### config.mk
export PLATFORM = sky130hd
export DESIGN_NAME = frame_serializer
export DESIGN_NICKNAME = d
export VERILOG_FILES = /design/src/rtl/serdes_pkg.sv /design/src/rtl/sym_shifter.sv /design/src/rtl/frame_serializer.sv
export SDC_FILE = /design/constraint.sdc
export NUM_CORES = 1
export LEC_CHECK = 0
export CAP_MARGIN = 10
export CORE_MARGIN = 2
export CORE_UTILIZATION = 39
export DETAILED_ROUTE_END_ITERATION = 16
export PLACE_DENSITY = 0.68
export SLEW_MARGIN = 20
export SYNTH_ARGS = -nofsm -noshare
export SYNTH_HDL_FRONTEND = slang
export SYNTH_SLANG_ARGS = --single-unit
export TNS_END_PERCENT = 1
### constraint.sdc
create_clock -name clk_i -period 1.9 [get_ports clk_i]
set_clock_uncertainty 0.05 [all_clocks]
set_input_delay 0.38 -clock clk_i [delete_from_list [all_inputs] [get_ports clk_i]]
set_output_delay 0.38 -clock clk_i [all_outputs]
set_load 0.05 [all_outputs]
### src/rtl/serdes_pkg.sv
// Shared types and constants for the link transmit serializer.
package serdes_pkg;

  typedef enum logic [1:0] {
    ST_IDLE,
    ST_ARMED,
    ST_PRE,
    ST_DATA
  } fs_state_e;

  typedef struct packed {
    fs_state_e state;
    logic      last_bit;
  } fs_dbg_t;

  localparam logic [7:0] COMMA_DEFAULT = 8'h3C;
  localparam logic       KCODE         = 1'b1;

  function automatic int sym_w(input int data_w);
    return data_w + 1;
  endfunction

endpackage

### src/rtl/sym_shifter.sv
// Symbol shifter: loads one symbol at the boundary and sends it LSB first,
// one bit per cycle, with first-bit and last-bit strobes.
module sym_shifter #(
  parameter  int SYM_W = 9,
  localparam int BIT_W = $clog2(SYM_W)
) (
  input  logic             clk_i,
  input  logic             rst_ni,
  input  logic             load_i,
  input  logic [SYM_W-1:0] sym_i,
  output logic             data_o,
  output logic             ena_o,
  output logic             last_o,
  output logic [BIT_W-1:0] bit_cnt_o
);

  localparam logic [BIT_W-1:0] LAST_BIT = BIT_W'(SYM_W - 1);

  logic [SYM_W-1:0] shreg_q;

  // bit_cnt_o is the index of the bit driven onto the line at the next edge;
  // zero marks the boundary where the next symbol is loaded.
  always_ff @(posedge clk_i) begin
    if (!rst_ni) begin
      shreg_q   <= '0;
      bit_cnt_o <= '0;
      data_o    <= 1'b0;
      ena_o     <= 1'b0;
      last_o    <= 1'b0;
    end else if (load_i) begin
      shreg_q   <= sym_i >> 1;
      data_o    <= sym_i[0];
      ena_o     <= 1'b1;
      last_o    <= 1'b0;
      bit_cnt_o <= BIT_W'(1);
    end else begin
      shreg_q   <= shreg_q >> 1;
      data_o    <= shreg_q[0];
      ena_o     <= 1'b0;
      last_o    <= (bit_cnt_o == LAST_BIT);
      bit_cnt_o <= (bit_cnt_o == LAST_BIT) ? '0 : bit_cnt_o + 1'b1;
    end
  end

endmodule

### src/rtl/frame_serializer.sv
// Frame serializer: accepts a frame of symbols and sends comma preamble plus
// data symbols on a continuous serial line, idle commas in between.
module frame_serializer
  import serdes_pkg::*;
#(
  parameter  int                NUM_SYMS   = 3,
  parameter  int                DATA_W     = 8,
  parameter  int                NUM_COMMAS = 1,
  parameter  logic [DATA_W-1:0] COMMA      = DATA_W'(COMMA_DEFAULT),
  localparam int                SYM_W      = sym_w(DATA_W)
) (
  input  logic                      clk_i,
  input  logic                      rst_ni,
  input  logic                      valid_i,
  output logic                      ready_o,
  input  logic [NUM_SYMS*SYM_W-1:0] data_i,
  output logic                      data_o,
  output logic                      ena_o,
  output logic                      busy_o,
  output logic                      done_o,
  output fs_dbg_t                   dbg_o
);

  localparam int MAX_N = (NUM_SYMS > NUM_COMMAS) ? NUM_SYMS : NUM_COMMAS;
  localparam int SC_W  = $clog2(MAX_N + 1);
  localparam int BIT_W = $clog2(SYM_W);

  localparam logic [BIT_W-1:0] LAST_BIT  = BIT_W'(SYM_W - 1);
  localparam logic [SC_W-1:0]  LAST_PRE  = SC_W'(NUM_COMMAS - 1);
  localparam logic [SC_W-1:0]  LAST_SYM  = SC_W'(NUM_SYMS - 1);
  localparam logic [SYM_W-1:0] COMMA_SYM = {KCODE, COMMA};

  if (NUM_SYMS < 1 || NUM_COMMAS < 1 || DATA_W < 1) begin : g_param_check
    $error("frame_serializer: NUM_SYMS, NUM_COMMAS and DATA_W must all be >= 1");
  end

  // Handshake: a frame transfers on the rising edge where valid_i && ready_o;
  // valid_i without ready_o is ignored and data_i may change after transfer.
  fs_state_e                 state_q, state_d;
  logic [SC_W-1:0]           sym_q, sym_d;
  logic [NUM_SYMS*SYM_W-1:0] frame_q;
  logic [BIT_W-1:0]          bit_cnt;
  logic [SYM_W-1:0]          next_sym;
  logic                      boundary, accept, done_d, last_bit;

  assign boundary = (bit_cnt == '0);
  assign accept   = valid_i && ready_o;

  always_comb begin
    state_d  = state_q;
    sym_d    = sym_q;
    next_sym = COMMA_SYM;
    done_d   = (state_q == ST_DATA) && (sym_q == LAST_SYM) && (bit_cnt == LAST_BIT);
    case (state_q)
      ST_IDLE: begin
        // Accepting on the boundary skips ARMED: the preamble follows at once.
        if (accept) state_d = boundary ? ST_PRE : ST_ARMED;
      end
      ST_ARMED: begin
        if (boundary) state_d = ST_PRE;
      end
      ST_PRE: begin
        if (boundary) begin
          if (sym_q == LAST_PRE) state_d = ST_DATA;
          else                   sym_d   = sym_q + 1'b1;
        end
      end
      ST_DATA: begin
        if (boundary) begin
          if (sym_q == LAST_SYM) state_d = ST_IDLE;
          else                   sym_d   = sym_q + 1'b1;
        end
      end
      default: state_d = ST_IDLE;
    endcase
    if (state_d != state_q) sym_d = '0;
    // sym_d is the index of the symbol being loaded at this boundary.
    if (state_d == ST_DATA) begin
      for (int i = 0; i < NUM_SYMS; i++) begin
        if (sym_d == SC_W'(i)) next_sym = frame_q[i*SYM_W +: SYM_W];
      end
    end
  end

  always_ff @(posedge clk_i) begin
    if (!rst_ni) begin
      state_q <= ST_IDLE;
      sym_q   <= '0;
      ready_o <= 1'b0;
      busy_o  <= 1'b0;
      done_o  <= 1'b0;
    end else begin
      state_q <= state_d;
      sym_q   <= sym_d;
      ready_o <= (state_d == ST_IDLE);
      busy_o  <= (state_d != ST_IDLE);
      done_o  <= done_d;
    end
  end

  always_ff @(posedge clk_i) begin
    if (rst_ni && accept) frame_q <= data_i;
  end

  sym_shifter #(
    .SYM_W(SYM_W)
  ) u_shifter (
    .clk_i    (clk_i),
    .rst_ni   (rst_ni),
    .load_i   (boundary),
    .sym_i    (next_sym),
    .data_o   (data_o),
    .ena_o    (ena_o),
    .last_o   (last_bit),
    .bit_cnt_o(bit_cnt)
  );

  assign dbg_o = '{state: state_q, last_bit: last_bit};

endmodule

==> metrics.yaml, run 1 <==
route:
  ant_nets: 0
  drcViolationCount: 0
  vias: 1502
  met3WireLength_um: 218
  top_layer_used: "met4"
  dr_wl_met2_mm: 1.81
  wl_per_cell_um: 12.7
  via_per_inst: 4.96
  first_pass_iters: 4
  drt-met1-wl_mm: 1.75
  wl_mm: 3.84
  drt-initial-drc-count: 80
power_and_ir_drop:
  p_leak_uw: 0.00110
  intPower_uw: 1840
  pwr-share-clk_pct: 29.6
  p_sw_share_pct: 26.1
  powerDensity_nw_per_um2: 894
  switchingPower_uw: 651
  p_comb_share_pct: 20.9
  power_frac_seq_pct: 49.5
  ir_worst_vdd_uv: 627
global_routing:
  grt_pass1_wl_mm: 6.49
  grt_pass1_vias: 1412
  grt_max_degree: 28
  grt_antenna_before_repair: 0
  grtUsageTotal_pct: 14.1
  grt-ovfl-total: 0
timing:
  drv_slew: 0
  fin_crit_ns: 1.93
  finalSetupViolCount: 2
  timing.final.ws_setup_ns: -0.0266
  setup_tns_ns: -0.0302
  post-route-period-util_pct: 101
  fmaxAchievable_mhz: 519
  finalHoldViolations: 0
  worst-slew-pin-transition_ns: 0.434
  relSlewSlack_pct: 71.1
  timing.hold.ws_ns: 0.415
  rsz0062_at_grt: "true"
finish:
  drive_above_1_share_pct: 25.3
  design_area_um2: 2790
  n_antenna_cell: 0
  fin_nets: 268
  layout-area-overhead-vs-synth_pct: 37.4
  final_cell_mix: "clkdlybuf4s50_1, buf_4, edfxtp_1"
  layout_commonest_cell: "clkdlybuf4s50_1"
  regArea_um2: 1260
  multiInputGateArea_um2: 743
  n_fill_cell: 457
synthesis:
  ys_seq_elements: 49
  syn_area_per_cell_um2: 11.8
  synth_edf_count: 27
  synth_compound_area_share_pct: 12.9
  yosysWarnings: 0
  yosys.area.top_type_share_pct: 40.0
  ys_types: 40
  synth_xor_area_share_pct: 0
  syn_nets: 208
  synthTopCellsByArea: "edfxtp_1, dfxtp_1, ha_1"
  ys_seq_area_share_pct: 61.7
  synthAdderAreaFrac_pct: 3.70
  synth_top_family_by_area: "simple AND/OR/NAND/NOR gates"
  yosys_most_used_dff: "edfxtp_1"
  synth-simple-area-share_pct: 14.0
  muxShareOfSynthArea_pct: 3.33
  synthCells: 172
  synth_area_um2: 2030
  synthArstFlopShare_pct: 0
  synth_largest_area_cell: "edfxtp_1"
setup_path:
  rr_startpoint: "u_shifter.bit_cnt_o[0]$_SDFF_PN0_"
  slowest_delay_ns: 0.44
  reg2reg_depth: 7
  slowest_stage: "a221o_2"
  crit_fanout: 5
  criticalPathCategory: "reg -> reg"
  cp_num_buf_inv: 2
  regToRegSetupSlack_ns: -0.03
  path_cells: "inv_2, ha_4, and4bb_1, buf_6, mux2i_2, a221o_2, a311o_1"
  worstReg2RegEnd: "u_shifter.data_o$_SDFF_PN0_"
  cp-end-kind: "flop"
  cp.required_ns: 2.04
  arrival_ns: 2.06
  crit_cells: 7
  crit_family: "compound AO/OA/AOI/OAI gates"
  start_kind: "flop"
worst_hold_path:
  hold-path-cell-count: 1
  hold_class: "reg -> reg"
  min_to: "u_shifter.shreg_q[0]$_SDFF_PN0_"
  hp-start: "u_shifter.shreg_q[1]$_SDFF_PN0_"
floorplan:
  rows: 26
  start_util_pct: 39.9
  dieArea_um2: 5790
  fp.coreArea_um2: 5070
  io_pins: 38
  dieHeight_um: 76.1
  die_x_um: 76.1
status:
  violations: "setup timing"
  status: "complete, but fails checks"
cts:
  tritoncts: "yes"
  htreeDepth: 2
  root_buffer: "clkbuf_8"
  clock_latency_ns: 0.30
  numCtsBuffers: 5
  cts.path.max_buffers: 2
  clk_pin_slew_ns: 0.09
  cts_num_sinks: 49
  hold_buffers: 0
  post_cts_buffers: 0
placed_design:
  gp_congestion: 0.814
  pre_cts_ws_ns: -0.204
  io_buffers: 37
  dp_hpwl_mm: 2.79
  place_area_um2: 2630
job:
  drv_cap: 0
[power by group through the flow]
stage	Clock [µW]	Combinational, µW	Sequential (µW)
floorplan	0	221	1320
global placement	0	498	1260
detailed placement	0	507	1260
CTS	768	518	1230
global route	805	568	1240
finish	737	521	1230
[through the flow]
| step | total power [µW] | util, % | instances |
|---|---|---|---|
| finish | 2490 | 54.9 | 303 |
| global route | 2620 | 54.9 | 303 |
| CTS | 2520 | 54.5 | 303 |
| detailed placement | 1760 | 51.9 | 294 |
| global placement | 1750 | 51.9 | 294 |
| floorplan | 1540 | - | 172 |
[repair_timing]
action                     in CTS  in global routing
cloned                          1                  0
setup endpoints to repair       9                 12
resized for setup               3                  5
pin swaps                       1                  1
[metal layers]
metal	up-vias	GRT usage, %
met5	-	0
met4	0	4.91
met3	5	3.44
met2	45	23.1
met1	701	18.4
li1	751	-
[flip-flops by register name, summed over array words and instances (netlist names)]
name                 cells
done_o                   1
u_shifter.shreg_q        8
sym_q                    2
u_shifter.bit_cnt_o      4
busy_o                   1
frame_q                 27
ready_o                  1
state_q                  2
u_shifter.data_o         1
u_shifter.ena_o          1
u_shifter.last_o         1
[worst max-delay path by stage]
stage,from,to,slack (ns)
after global placement,valid_i,u_shifter.shreg_q[5]$_SDFF_PN0_,-0.14
final,u_shifter.bit_cnt_o[0]$_SDFF_PN0_,u_shifter.data_o$_SDFF_PN0_,-0.03
after CTS,u_shifter.bit_cnt_o[0]$_SDFF_PN0_,u_shifter.data_o$_SDFF_PN0_,-0.05
after floorplan,u_shifter.bit_cnt_o[0]$_SDFF_PN0_,u_shifter.data_o$_SDFF_PN0_,-0.006
after global routing,u_shifter.bit_cnt_o[0]$_SDFF_PN0_,u_shifter.shreg_q[6]$_SDFF_PN0_,-0.1
after detailed placement,valid_i,u_shifter.shreg_q[6]$_SDFF_PN0_,-0.20
[logic make-up after synthesis]
family,Yosys count
simple gates,53
flops,49
compound gates,40
buf+inv,18
mux,6
fa+ha+maj,6
[cell usage after synthesis, types with 3 or more instances]
library cell,number
a22o_1,3
nand2_1,15
dfxtp_1,22
or3_1,6
and3_1,6
mux2_2,3
clkbuf_1,3
and2_1,3
a21oi_1,9
edfxtp_1,27
a32oi_1,3
inv_1,10
a31oi_1,4
nor2_1,8
o21ai_0,9
nand3_1,4
ha_1,6
nand2b_1,3
buf_4,3
[layout make-up]
cell class,count,area share (%)
repair buffers,60,19.5
clock buffers,5,2.47
well taps,70,3.14
inverters,10,1.35
multi-input cells,106,26.7
flip-flops and latches,49,45.3
clock inverters,3,1.57
(Power assumes the default switching activity.)
==> run 2: changes to the inputs <==
Settings changed: DONT_BUFFER_PORTS set to 1, HOLD_SLACK_MARGIN set to 0.02, PLACE_DENSITY 0.68 to 0.58.
==> run 2 against run 1 <==
  * The run still ends with setup timing left
  * Clock-buffer cell count unchanged
  * Sequential power hardly changed
  * Non-clock buffer count is 38 lower
  * Final area fell by 13%
  * Sequential share of layout area rose by 6.8 points
  * Fmax about the same
  * Worst hold slack lost 0.30 ns
  * Critical endpoint unchanged
==> metrics.yaml, run 2 (synthesis results as in run 1) <==
route:
  wl_mm: 3.89  # +1.2%
  drcViolationCount: 0  # unchanged
  drt-initial-drc-count: 50  # -38%
  first_pass_iters: 4  # unchanged
  via_per_inst: 5.17  # +4.2%
  wl_per_cell_um: 14.6  # +15%
  vias: 1374  # -8.5%
  ant_nets: 0  # unchanged
timing:
  timing.final.ws_setup_ns: -0.0252  # +0.00140 ns
  fin_crit_ns: 1.93  # -0.00140 ns
  finalHoldViolations: 0  # unchanged
  finalSetupViolCount: 1  # -1
  fmaxAchievable_mhz: 519  # about the same
  relSlewSlack_pct: 67.8  # -3.3 points
  post-route-period-util_pct: 101  # about the same
  rsz0062_at_grt: "true"
  drv_slew: 0  # unchanged
  worst-slew-pin-transition_ns: 0.482  # +0.0485 ns
global_routing:
  grtUsageTotal_pct: 14.3  # +0.16 points
  grt_pass1_wl_mm: 6.42  # -0.97%
  grt_antenna_before_repair: 0  # unchanged
  grt_max_degree: 28  # unchanged
  grt-ovfl-total: 0  # unchanged
  grt_pass1_vias: 1354  # -4.1%
finish:
  layout-area-overhead-vs-synth_pct: 19.8
  largest_reg_flops: 27  # unchanged
  reg.largest.list: "frame_q x27, u_shifter.shreg_q x8, u_shifter.bit_cnt_o x4"
  fin_nets: 231  # -14%
  top_register: "frame_q"
  n_antenna_cell: 0  # unchanged
  drive_above_1_share_pct: 26.5  # +1.2 points
  design_area_um2: 2430  # -13%
  layout_commonest_cell: "edfxtp_1"
  layout.cells.non_filler: 266  # -12%
  regArea_um2: 1260  # +0.20%
  final_util_pct: 47.8  # -7.1 points
  n_fill_cell: 490  # +7.2%
  multiInputGateArea_um2: 772  # +3.9%
  final_cell_mix: "edfxtp_1, buf_4, dfxtp_1"
power_and_ir_drop:
  p_sw_share_pct: 28.6  # +2.4 points
  p_comb_share_pct: 18.2  # -2.7 points
  switchingPower_uw: 654  # +0.47%
  pwr-share-clk_pct: 26.8  # -2.8 points
  total_power_uw: 2290  # -8.1%
  p_leak_uw: 0.000930  # -15%
  intPower_uw: 1630  # -11%
  power_frac_seq_pct: 55.0  # +5.5 points
  ir_worst_vdd_uv: 511  # -19%
  powerDensity_nw_per_um2: 942  # +5.5%
setup_path:
  cp_num_buf_inv: 1  # -1
  crit_family: "multiplexers"
  crit_fanout: 6  # +1
  cp-end-kind: "flop"
  arrival_ns: 2.07  # about the same
  worstReg2RegEnd: "u_shifter.data_o$_SDFF_PN0_"
  crit_path_start: "sym_q[1]$_SDFF_PN0_"
  path_cells: "inv_1, ha_1, mux2_2, mux2_4, nand3_1, a211oi_2, a311o_1"
  criticalPathCategory: "reg -> reg"
  slowest_delay_ns: 0.39  # -0.05 ns
  cp.required_ns: 2.05  # about the same
  regToRegSetupSlack_ns: -0.03  # about the same
  reg2reg_depth: 7  # unchanged
  rr_startpoint: "sym_q[1]$_SDFF_PN0_"
  slowest_stage: "dfxtp_4"
  start_kind: "flop"
cts:
  clk_pin_slew_ns: 0.09  # about the same
  htreeDepth: 2  # unchanged
  numCtsBuffers: 5  # unchanged
  post_cts_buffers: 0  # unchanged
  tritoncts: "yes"
  clock_latency_ns: 0.31  # about the same
  root_buffer: "clkbuf_8"
  hold_buffers: 0  # unchanged
  cts_num_sinks: 49  # unchanged
  cts.path.max_buffers: 2  # unchanged
floorplan:
  fp.coreArea_um2: 5070  # unchanged
  dieHeight_um: 76.1  # unchanged
  die_x_um: 76.1  # unchanged
  start_util_pct: 39.9  # unchanged
  dieArea_um2: 5790  # unchanged
  io_pins: 38  # unchanged
  rows: 26  # unchanged
worst_hold_path:
  hp-start: "data_i[2]"
  hold_class: "in -> reg"
  hold-path-cell-count: 0  # -1
  min_to: "frame_q[2]$_DFFE_PP_"
placed_design:
  place_area_um2: 2260  # -14%
  dp_hpwl_mm: 2.65  # -4.9%
  io_buffers: 0  # -100%
  placed_cells: 256  # -13%
  gp_congestion: 0.777  # -4.4%
job:
  drv_cap: 0  # unchanged
status:
  violations: "setup timing"
  status: "complete, but fails checks"
## run 2: worst reg2reg max path, stage by stage, from the launching register on
cell and delay, ns:
dfxtp_4 0.39, inv_1 0.07, ha_1 0.17, mux2_2 0.31, mux2_4 0.31, nand3_1 0.11, a211oi_2 0.08, a311o_1 0.32
## run 2: worst max-delay path by stage
stage | slack, ns | endpoint | cells past startpoint
3_3_place_gp | -0.03 | u_shifter.data_o$_SDFF_PN0_ | 7
2_1_floorplan | -0.006 | u_shifter.data_o$_SDFF_PN0_ | 8
5_1_grt | -0.10 | u_shifter.shreg_q[0]$_SDFF_PN0_ | 8
4_1_cts | 0.003 | u_shifter.data_o$_SDFF_PN0_ | 7
6_report | -0.03 | u_shifter.data_o$_SDFF_PN0_ | 7
3_5_place_dp | -0.06 | u_shifter.data_o$_SDFF_PN0_ | 7
## run 2: final cells by class
type                    count  share of cell area, %
flip-flops and latches     49                   52.1
multi-input cells         107                   31.8
repair buffers             22                   7.27
well taps                  70                   3.61
clock buffers               5                   2.84
inverters                  10                   1.55
clock inverters             3                  0.876
## run 2: metal layers
layer / GRT usage [%] / wire [µm] / share of wire (%) / vias up
met1: 17.9 / 1820 / 47 / 647
li1: - / - / - / 676
met5: 0 / 0 / 0 / -
met3: 4.03 / 214 / 5.5 / 9
met4: 6.00 / 78 / 2.0 / 0
met2: 23.3 / 1780 / 46 / 42
## run 2: power groups by stage
stage	registers [µW]	clock network (µW)	logic, µW
global route	1270	677	458
global placement	1290	0	377
detailed placement	1290	0	387
CTS	1260	632	403
floorplan	1320	0	221
finish	1260	613	416
## run 2: what timing repair did
action	CTS	global route
resized for setup	7	7
pin swaps	1	5
gates cloned	2	0
setup endpoints to repair	6	11
hold endpoints to repair	0	0
## run 2: through the flow
stage          setup TNS, ns  hold WS (ns)  setup slack (ns)
3_3_place_gp         -0.0275         0.389           -0.0275
5_1_grt               -0.405        0.0961            -0.103
3_5_place_dp          -0.160         0.394           -0.0591
2_1_floorplan       -0.00650         0.376          -0.00650
6_report             -0.0252         0.115           -0.0252
4_1_cts                    0         0.107           0.00270
